<file path="src/rtl/grid_walk_pkg.sv">
// Shared encodings for the grid walker: rotation direction, axis select and edge mode.
package grid_walk_pkg;

  localparam logic DIR_INC = 1'b1;
  localparam logic DIR_DEC = 1'b0;

  localparam logic AXIS_X = 1'b0;
  localparam logic AXIS_Y = 1'b1;

  localparam int MODE_SAT  = 0;
  localparam int MODE_WRAP = 1;

endpackage

</file>
<file path="src/rtl/rotor_decode.sv">
// Quadrature rotary encoder decoder: 2-flop synchronisers, q1/q2 filter FSM and a registered
// one-cycle detent event with its direction.
module rotor_decode
  import grid_walk_pkg::*;
(
  input  logic clk,
  input  logic reset,
  input  logic ROT_A,
  input  logic ROT_B,
  output logic rot_evt,
  output logic rot_dir
);

  logic [1:0] a_sync;
  logic [1:0] b_sync;
  logic       a_s;
  logic       b_s;
  logic       q1;
  logic       q2;
  logic       q1_d;
  logic       q2_d;
  logic       q1_next;
  logic       q2_next;

  assign a_s = a_sync[1];
  assign b_s = b_sync[1];

  always_ff @(posedge clk or posedge reset) begin
    if (reset) begin
      a_sync  <= '0;
      b_sync  <= '0;
      q1      <= 1'b0;
      q2      <= 1'b0;
      q1_d    <= 1'b0;
      q2_d    <= 1'b0;
      rot_evt <= 1'b0;
      rot_dir <= DIR_DEC;
    end else begin
      a_sync  <= {a_sync[0], ROT_A};
      b_sync  <= {b_sync[0], ROT_B};
      q1      <= q1_next;
      q2      <= q2_next;
      q1_d    <= q1;
      q2_d    <= q2;
      rot_evt <= q1 & ~q1_d;
      rot_dir <= q2_d ? DIR_INC : DIR_DEC;
    end
  end

  // q1 only re-arms after both phases return low, so bounce on one phase cannot re-fire.
  always_comb begin
    q1_next = q1;
    q2_next = q2;
    if (a_s && b_s)        q1_next = 1'b1;
    else if (!a_s && !b_s) q1_next = 1'b0;
    if (a_s && !b_s)       q2_next = 1'b1;
    else if (!a_s && b_s)  q2_next = 1'b0;
  end

endmodule

</file>
<file path="src/rtl/grid_walk_param.sv">
// Cursor on an (X_MAX+1) x (Y_MAX+1) grid driven by a rotary encoder, with load,
// hold, variable step, axis select and saturate/wrap edge behaviour.
module grid_walk_param #(
  parameter int XW    = 4,
  parameter int YW    = 4,
  parameter int X_MAX = 15,
  parameter int Y_MAX = 15,
  parameter int SW    = 2,
  parameter int WRAP  = 0
) (
  input  logic               clk,
  input  logic               reset,
  input  logic               ROT_A,
  input  logic               ROT_B,
  input  logic               axis_sel,
  input  logic [SW-1:0]      step,
  input  logic               hold,
  input  logic               load,
  input  logic [XW-1:0]      load_x,
  input  logic [YW-1:0]      load_y,
  output logic [XW-1:0]      x_pos,
  output logic [YW-1:0]      y_pos,
  output logic [XW+YW-1:0]   led,
  output logic               at_edge,
  output logic               move
);
  import grid_walk_pkg::*;

  localparam logic [XW:0]   XM   = (XW+1)'(X_MAX);
  localparam logic [XW:0]   XM1  = (XW+1)'(X_MAX + 1);
  localparam logic [XW-1:0] XMN  = XW'(X_MAX);
  localparam logic [YW:0]   YM   = (YW+1)'(Y_MAX);
  localparam logic [YW:0]   YM1  = (YW+1)'(Y_MAX + 1);
  localparam logic [YW-1:0] YMN  = YW'(Y_MAX);

  logic          rot_evt;
  logic          rot_dir;
  logic          advance;
  logic [XW:0]   xc, sx, x_sum, x_diff, x_rdn, x_up, x_dn, x_res;
  logic [YW:0]   yc, sy, y_sum, y_diff, y_rdn, y_up, y_dn, y_res;
  logic [XW-1:0] x_next, x_load;
  logic [YW-1:0] y_next, y_load;

  rotor_decode u_decode (
    .clk     (clk),
    .reset   (reset),
    .ROT_A   (ROT_A),
    .ROT_B   (ROT_B),
    .rot_evt (rot_evt),
    .rot_dir (rot_dir)
  );

  assign advance = rot_evt && !hold && (step != '0);

  // All arithmetic is one bit wider than the axis so c+s and c+(M+1)-s never overflow.
  always_comb begin
    xc     = {1'b0, x_pos};
    sx     = (XW+1)'(step);
    x_sum  = xc + sx;
    x_diff = xc - sx;
    x_rdn  = xc + XM1 - sx;
    yc     = {1'b0, y_pos};
    sy     = (YW+1)'(step);
    y_sum  = yc + sy;
    y_diff = yc - sy;
    y_rdn  = yc + YM1 - sy;
    x_up   = (x_sum > XM) ? XM : x_sum;
    x_dn   = (sx > xc) ? '0 : x_diff;
    y_up   = (y_sum > YM) ? YM : y_sum;
    y_dn   = (sy > yc) ? '0 : y_diff;
    case (WRAP)
      MODE_SAT: ;
      MODE_WRAP: begin
        x_up = (x_sum > XM) ? x_sum - XM1 : x_sum;
        x_dn = (x_rdn > XM) ? x_rdn - XM1 : x_rdn;
        y_up = (y_sum > YM) ? y_sum - YM1 : y_sum;
        y_dn = (y_rdn > YM) ? y_rdn - YM1 : y_rdn;
      end
      default: ;
    endcase
    x_res = (rot_dir == DIR_INC) ? x_up : x_dn;
    y_res = (rot_dir == DIR_INC) ? y_up : y_dn;
    // Oversized steps are a usage error; keep the cursor on the grid regardless.
    if (x_res > XM) x_res = XM;
    if (y_res > YM) y_res = YM;
    x_next = x_res[XW-1:0];
    y_next = y_res[YW-1:0];
    x_load = ({1'b0, load_x} > XM) ? XMN : load_x;
    y_load = ({1'b0, load_y} > YM) ? YMN : load_y;
  end

  always_ff @(posedge clk or posedge reset) begin
    if (reset) begin
      x_pos <= '0;
      y_pos <= '0;
      move  <= 1'b0;
    end else begin
      move <= 1'b0;
      if (load) begin
        x_pos <= x_load;
        y_pos <= y_load;
      end else if (advance) begin
        if (axis_sel == AXIS_X) begin
          x_pos <= x_next;
          move  <= (x_next != x_pos);
        end else begin
          y_pos <= y_next;
          move  <= (y_next != y_pos);
        end
      end
    end
  end

  assign led     = {x_pos, y_pos};
  assign at_edge = (axis_sel == AXIS_Y) ? ((y_pos == '0) || (y_pos == YMN))
                                        : ((x_pos == '0) || (x_pos == XMN));

endmodule
</file>
<file path="config.mk">
export PLATFORM = sky130hd
export DESIGN_NAME = grid_walk_param
export DESIGN_NICKNAME = d
export VERILOG_FILES = /design/src/rtl/grid_walk_pkg.sv /design/src/rtl/rotor_decode.sv /design/src/rtl/grid_walk_param.sv
export SDC_FILE = /design/constraint.sdc
export NUM_CORES = 1
export LEC_CHECK = 0
export BUFFER_PORTS_ARGS = -buffer_cell sky130_fd_sc_hd__buf_2
export CAP_MARGIN = 20
export CELL_PAD_IN_SITES_DETAIL_PLACEMENT = 2
export CELL_PAD_IN_SITES_GLOBAL_PLACEMENT = 2
export CORE_MARGIN = 5
export CORE_UTILIZATION = 32
export DETAILED_ROUTE_END_ITERATION = 8
export GPL_ROUTABILITY_DRIVEN = 0
export GPL_TIMING_DRIVEN = 0
export PLACE_DENSITY_LB_ADDON = 0.1
export SYNTH_ARGS = -nofsm -noshare
export SYNTH_HDL_FRONTEND = slang
export SYNTH_SLANG_ARGS = --single-unit
</file>
<file path="constraint.sdc">
create_clock -name clk -period 3 [get_ports clk]
set_clock_uncertainty 0.2 [all_clocks]
set_input_delay 0.6 -clock clk [delete_from_list [all_inputs] [get_ports clk]]
set_output_delay 0.6 -clock clk [all_outputs]
set_load 0.01 [all_outputs]
</file>
==> impl.org, run 1 <==
** Outcome
- Run status :: finished clean

** CTS
- Clock tree from TritonCTS :: built
- After clock tree synthesis, the clock-pin slew on the worst setup and hold paths is 0.07 ns.
- Number of sinks driven by the clock tree :: 19
- Once the clock tree was built, the resizer swapped 0 gates to a different size.
- TritonCTS buffer count :: 3
- # H-tree levels :: 1
- Number of buffers inserted for hold repair after clock tree synthesis :: 0
- Post-CTS timing repair inserted 0 buffers for setup.
- Insertion delay to the later sink of the worst-skew pair :: 0.25 ns
- Counting along the longest clock path gives a buffer depth of 2.
- Clk root buf :: sky130_fd_sc_hd__clkbuf_8

** Final layout
- Area overhead of the layout relative to synthesis :: 18.4%
- Post-Layout Inst Area :: 0.00183 mm2
- For this run, the post-layout net count is 236.
- In the final layout, the share of cells above drive strength 1 is between 30% and 40%.
- Number of diodes added for antenna fixing :: 0

** Pwr
- Share of power burned in registers :: between 30% and 40%
- The internal portion of the total power is between 500 and 600 uW.
- The share of total power dissipated in combinational logic is 40.7%.
- Summed over all nets, the switching power comes to roughly 290 uW.
- In this run the power density over the cells is 445 mW/mm2.
- Worst ir drop on vdd :: 0.375 mV
- In this run switching power makes up 35.9% of total power.
- For this design the static power due to leakage is 0.000853 uW.
- Per report_power, the clock group accounts for 21.2% of the total.

** STA
- Setup violations remaining at the end of the flow were counted as 0.
- Tightest slew margin relative to the limit :: 54.4%
- The total count of max-transition violations in the final report was 0.
- Setup repair after global routing missed its margin :: false
- Hold WS :: 0.156 ns
- Sum of negative setup slack :: 0 ns
- Tmin final :: 2.67 ns
- Period Utilization, post-route :: 88.9%
- At the pin with the least slew margin, the transition time is 0.683 ns.
- Maximum operating frequency :: 375 MHz
- The count of final hold-check violations is 0.

** Yosys
- For this run, the leading register cell type out of synthesis is sky130_fd_sc_hd__dfrtp_1.
- Top area cells in the synthesized netlist :: sky130_fd_sc_hd__dfrtp_1 31%, sky130_fd_sc_hd__ha_1 8.1%, sky130_fd_sc_hd__fa_1 5.2%
- Number of enable-type register cells in the synthesized netlist :: 0
- Flops & latches, synth :: 19
- Instance count of the mapped netlist :: ~170
- In the synthesized netlist, the cells that appear most often are 19 x sky130_fd_sc_hd__dfrtp_1, 14 x sky130_fd_sc_hd__nand2_1, 13 x sky130_fd_sc_hd__o21ai_0.
- During synthesis, Yosys emitted a total of 0 warnings.
- Synthesized area per cell :: 9.29 um2
- Yosys mapped the design onto 53 distinct sky130hd cell types.
- Library cell occupying the most area in the post-synthesis netlist :: sky130_fd_sc_hd__dfrtp_1
- The number of nets handed over by synthesis was 197.
- Cell with the most instances after synthesis :: sky130_fd_sc_hd__dfrtp_1
- After synthesis, flip-flops and latches occupy between 30% and 40% of the total area.
- For this run, asynchronously set or reset flops after synthesis account for 100%.
- Share of the synthesized area in the top cell type :: 30.8%
- Combined area of all synthesized cells :: 0.00154 mm2

** Global routing
- Maximum number of pins on one net before global-route repair :: 20
- Overall routing resource usage :: 15.9%
- Number of global-route vias before repair :: 1578
- Antenna violations before repair :: 0
- Overflow left after global routing :: 0
- The first global-routing pass estimated 7.98 mm of wire.

** Run
- Across the run, the number of max-cap violations was 0.

** Floorplanning
- In this run the count of I/O pins placed on the die edge is 35.
- Number of placement rows :: 25
- Initial standard-cell utilization of the core :: between 30% and 40%
- Measured along the y axis, the die boundary spans 79.4 um.
- Die width :: slightly below 80 um
- Standard cell core area :: about 0.0047 mm2
- Area of the die :: 0.00631 mm2

** Setup path
- Chain of cells forming the critical path :: buf_2 > inv_1 > ha_1 > nor2b_4 > or2_4 > o41ai_2 > nand3_1 > and4b_1 > a311oi_1
- Along the worst path, the maximum fanout reaches 8.
- Max stage delay cell, worst path :: sky130_fd_sc_hd__o41ai_2
- Max incr delay on CP :: 0.33 ns
- For the worst setup path, the data required time is 2.93 ns.
- For the worst setup path, the data arrival time is 2.60 ns.
- Category of the worst setup path launch point :: primary input
- Worst setup EP type :: flip-flop
- Path type of the worst setup path :: primary input to flip-flop

** Hold path
- Type of the most critical hold path :: flip-flop to flip-flop

** Route
- After detailed routing, the number of remaining DRC violations is 0.
- The final layout contains routed wiring with a total length of ~4.5 mm.
- Count of routing violations after the opening detailed-route iteration :: 53
- The first TritonRoute pass finished after 4 iterations.
- The detailed router placed between 1000 and 1500 vias in this run.
- Once detail routing completed, the nets flagged for antenna violations numbered 0.
- In the routed layout, each cell is associated on average with a via count of 5.38.
- Routed WL per cell :: between 15 and 20 um

** Place
- In this run the cell area measured after placement is 0.00178 mm2.
- Number of port buffers :: 34
- The HPWL after detailed placement is approximately 3.8 mm.
[power by group through the flow]
| stage | Clock [uW] | Sequential (uW) | Combinational [uW] |
|---|---|---|---|
| floorplan | 0 | 311 | 225 |
| global placement | 0 | 312 | 317 |
| detailed placement | 0 | 315 | 333 |
| CTS | 181 | 311 | 336 |
| global route | 197 | 315 | 371 |
| finish | 172 | 310 | 331 |
[metal layers]
layer | up-vias | global-route usage (%) | wire, um
met2 | 28 | 28.9 | 2330
li1 | 663 | - | -
met5 | - | 0 | 0
met3 | 4 | 2.60 | 139
met1 | 692 | 19.5 | 2040
met4 | 0 | 3.61 | 38
[state kept, by name, summed over array words and instances (netlist names)]
name	flops
x_pos	4
u_decode.q1	1
u_decode.rot_dir	1
move	1
u_decode.rot_evt	1
u_decode.q1_d	1
u_decode.q2	1
u_decode.a_sync	2
u_decode.q2_d	1
u_decode.b_sync	2
y_pos	4
[critical path, delay by kind of cell]
family                     cells  cell delay (ns)
adders and majority gates      1             0.32
AOI/OAI and AO/OA              2             0.64
buffers and inverters          2             0.32
and+or+nand+nor                4             0.73
[stage by stage]
step	total power (uW)	std cells	setup WS [ns]	utilization, %
detailed placement	648	254	0.00926	37.9
global placement	630	254	0.0739	37.9
global route	883	258	0.114	38.9
floorplan	536	166	0.498	-
CTS	827	258	0.259	38.9
finish	813	258	0.332	38.9
[layout make-up]
type / count / area, um2
Fill cell: 535 / 2870
Multi-Input combinational cell: 119 / 913
Sequential cell: 19 / 475
Timing Repair Buffer: 34 / 170
Buffer: 16 / 109
Tap cell: 54 / 67.6
Inverter: 12 / 45.0
Clock buffer: 3 / 41.3
Clock inverter: 1 / 5.00
[cell usage in the layout, fill, tap and decap left out, drive strengths merged, types with 2 or more instances in the layout]
cell,n
nor2b,4
nand2b,3
fa,4
clkbuf,6
o21a,2
mux2,3
nor2,8
a311oi,2
a31oi,3
dfrtp,19
o21ai,15
a221oi,2
nor3,4
a21oi,8
nand4,2
xnor2,3
nand3,4
buf,47
mux2i,4
ha,10
nand2,14
o41ai,2
inv,12
[logic make-up (layout without fill, tap and decap cells)]
logic type / count (synthesis) / count (layout) / synth area share, %
mux: 7 / 7 / 4.79
compound gates: 46 / 46 / 21.1
simple gates: 49 / 49 / 18.3
buf+inv: 28 / 66 / 9.98
xor+xnor: 3 / 3 / 1.70
flops: 19 / 19 / 30.8
fa+ha+maj: 14 / 14 / 13.3
[final timing paths]
path,to,start,slack [ns],cells after the start
min,u_decode.b_sync[1],u_decode.b_sync[0],0.16,0
max reg2reg,move,x_pos[0],0.36,8
max,move,step[1],0.33,9
max in group asynchronous,x_pos[0],reset,1.93,2
min in group asynchronous,u_decode.b_sync[0],reset,0.24,2
min reg2reg,u_decode.b_sync[1],u_decode.b_sync[0],0.16,0
Note: power is estimated with default switching activity, not from simulation.
==> inputs of run 2 (changes only) <==
--- a/config.mk
+++ b/config.mk
@@ -9,6 +9,7 @@
 export CAP_MARGIN = 20
 export CELL_PAD_IN_SITES_DETAIL_PLACEMENT = 2
 export CELL_PAD_IN_SITES_GLOBAL_PLACEMENT = 2
+export CORE_ASPECT_RATIO = 0.75
 export CORE_MARGIN = 5
 export CORE_UTILIZATION = 32
 export DETAILED_ROUTE_END_ITERATION = 8
==> run 2 against run 1 <==
  * Clock power about the same
  * Wire length increased by 1.6%
  * Worst hold slack got worse by 0.0067 ns
  * Utilization increased by 1.1 points
  * Via count decreased by 1.7%
  * Sequential share of layout area about the same
  * Critical path type unchanged
  * Critical endpoint unchanged
  * Largest cell class unchanged
  * Largest power group unchanged
  * Highest routed layer unchanged
==> impl.org, run 2 (same netlist as run 1, synthesis figures left out) <==
** Route
- Number of iterations in the first detailed-routing pass :: 4
- In the final routed layout, each cell accounts on average for 17.7 um.
- The count of nets left with antenna violations once routing finished came out at 0.
- Count of unresolved DRC violations after routing :: 0
- Detailed-route vias per instance :: 5.22
- Routed wire length :: 4.62 mm
- For this block, the via count after detailed routing is approximately 1400.
- For this block, the initial DRC count from the detailed router was 62.

** STA
- After layout, the minimum clock period comes to approximately 2.8 ns.
- For the pin with the worst max-slew slack, the measured transition is 0.698 ns.
- Setup violations remaining at the end of the flow were counted as 0.
- Timing would allow up to 363 MHz.
- The count of final hold-check violations is 0.
- Tightest slew margin relative to the limit :: 53.4%
- Pins Over Slew Limit :: 0
- Hold WS :: 0.149 ns
- The worst path uses 91.9% of the clock period.
- Setup repair after global routing missed its margin :: false

** Outcome
- Run status :: finished clean

** Global routing
- Across every metal layer, demand over resource in global routing totals 14.5%.
- Global routing used 2.15% of the available met3 tracks.
- met2 is the most crowded layer.
- Antenna violations before repair :: 0
- The number of global-route vias before repair was approximately 1400.
- GR Util met1 :: 20.9%
- After global routing the overflow that remains totals 0.
- Met2 layer usage reported by global route :: 22.9%
- Entering global routing, the biggest net connects 20 pins.
- First-pass GRT wire length :: 7.49 mm

** Setup path
- Highest net fanout along the worst path :: 8
- For this design, the slowest cell found on the critical path is sky130_fd_sc_hd__o41ai_2.
- Crit path DAT :: 2.70 ns
- The largest single stage delay on the critical path is 0.37 ns.
- Worst setup EP type :: flip-flop
- Path type of the worst setup path :: primary input to flip-flop
- Traced cell by cell, the critical path runs through buf_2 > inv_1 > ha_1 > nor2b_4 > or2_4 > o41ai_2 > nand3_1 > and4b_1 > a311oi_1.
- For the worst setup path, the data required time is a little under 3 ns.
- STA classifies the critical path startpoint as a primary input.

** CTS
- Insertion delay to the later sink of the worst-skew pair :: 0.25 ns
- Clk root buf :: sky130_fd_sc_hd__clkbuf_8
- # H-tree levels :: 1
- In this run the post-CTS setup repair buffer count came out at 0.
- TritonCTS buffer count :: 3
- Clock tree from TritonCTS :: built
- Number of sinks driven by the clock tree :: 19
- Gates resized, CTS repair :: 0
- After clock tree synthesis, the flow added hold-fix buffers numbering 0.
- Clock transition at path regs :: around 0.070 ns
- Clock buffer depth :: 2

** Run
- Maximum capacitance violations :: 0

** Pwr
- Worst ir drop on vdd :: 0.249 mV
- In this run, flip-flops and latches consume a little under two fifths of the power.
- Switching Share :: 36.0%
- Logic gate share of total power :: 40.7%
- The internal portion of the total power is approximately 520 uW.
- For this design the total switching power over the nets is 294 uW.
- In this run the power density over the cells is 447 mW/mm2.
- Leakage :: about 0.00085 uW
- Portion of total power attributed to the clock network :: 21.2%

** Floorplanning
- The die is 90.2 um wide.
- Standard cell core area :: 0.00457 mm2
- The floorplan has 21 rows.
- Initial standard-cell utilization of the core :: 33.7%
- The die covers 0.00632 mm2.
- The die is 70.1 um tall.
- Ports placed on the boundary :: 35

** Final layout
- From synthesis to final layout, the design area changed by 18.6%.
- The largest registers in the layout are x_pos: 4 flops, y_pos: 4 flops.
- Once layout is done, the placed cells without fillers occupy 0.00183 mm2.
- Most frequent standard cell in the layout excluding fill and tap cells :: sky130_fd_sc_hd__buf_2
- The repair_antennas step left the layout with diodes totalling 0.
- The filler cells instantiated in the layout total 515.
- Layout cells sized above 1 :: about 30%
- At the end of the flow, the number of nets in the layout was approximately 240.
- Highest-count cells in the layout ignoring fill and taps :: 37 x sky130_fd_sc_hd__buf_2, 19 x sky130_fd_sc_hd__dfrtp_1, 14 x sky130_fd_sc_hd__nand2_1, 13 x sky130_fd_sc_hd__o21ai_0, 11 x sky130_fd_sc_hd__inv_1

** Place
- Detailed placement finished with a half-perimeter wire length of 3.84 mm.
- Post-place instance area :: between 0.0015 and 0.002 mm2
- Number of port buffers :: 34

** Hold path
- Type of the most critical hold path :: flip-flop to flip-flop
run 2: stage by stage:
step / TNS, ns / worst slack [ns] / cells / utilization, % / power [uW]
after global routing: 0 / 0.0811 / 261 / 40.0 / 873
after global placement: 0 / 0.0335 / 257 / 39.0 / 632
final: 0 / 0.244 / 261 / 40.0 / 817
after CTS: 0 / 0.192 / 261 / 40.0 / 831
after detailed placement: -0.0685 / -0.0685 / 257 / 39.0 / 653
after floorplan: 0 / 0.498 / 166 / - / 536
run 2: path summary, 6_finish.rpt:
| check | from | endpoint | slack (ns) | depth (start not counted) |
|---|---|---|---|---|
| max | step[1] | move | 0.24 | 9 |
| min | u_decode.q2_d | u_decode.rot_dir | 0.15 | 0 |
| max reg2reg | x_pos[0] | move | 0.32 | 8 |
| min reg2reg | u_decode.q2_d | u_decode.rot_dir | 0.15 | 0 |
| max in group asynchronous | reset | y_pos[1] | 1.91 | 2 |
| min in group asynchronous | reset | y_pos[2] | 0.25 | 2 |
run 2: final cells by class:
type	instances	area, um2	area share, %
buffer	16	109	5.95
clock buffer	4	45.0	2.46
inverter	12	45.0	2.46
multi-input combinational	119	913	49.9
sequential	19	475	26.0
tap	57	71.3	3.90
timing repair buffer	34	170	9.30
run 2: critical path: cells and delay by family:
family | cells | cell delay (ns)
adder cells (fa/ha/maj) | 1 | 0.35
AND/OR/NAND/NOR | 4 | 0.75
AO/OA/AOI/OAI | 2 | 0.65
buffers and inverters | 2 | 0.36
run 2: metal layers:
| metal | up-vias | wire length [um] |
|---|---|---|
| met5 | - | 0 |
| met4 | 0 | 14 |
| met3 | 2 | 132 |
| met2 | 24 | 2060 |
| met1 | 673 | 2410 |
| li1 | 664 | - |
run 2: power by group through the flow:
stage | clock network (uW) | registers, uW | logic [uW]
6_report | 173 | 312 | 332
5_1_grt | 190 | 316 | 366
4_1_cts | 181 | 312 | 337
3_5_place_dp | 0 | 317 | 336
3_3_place_gp | 0 | 314 | 318
2_1_floorplan | 0 | 311 | 225
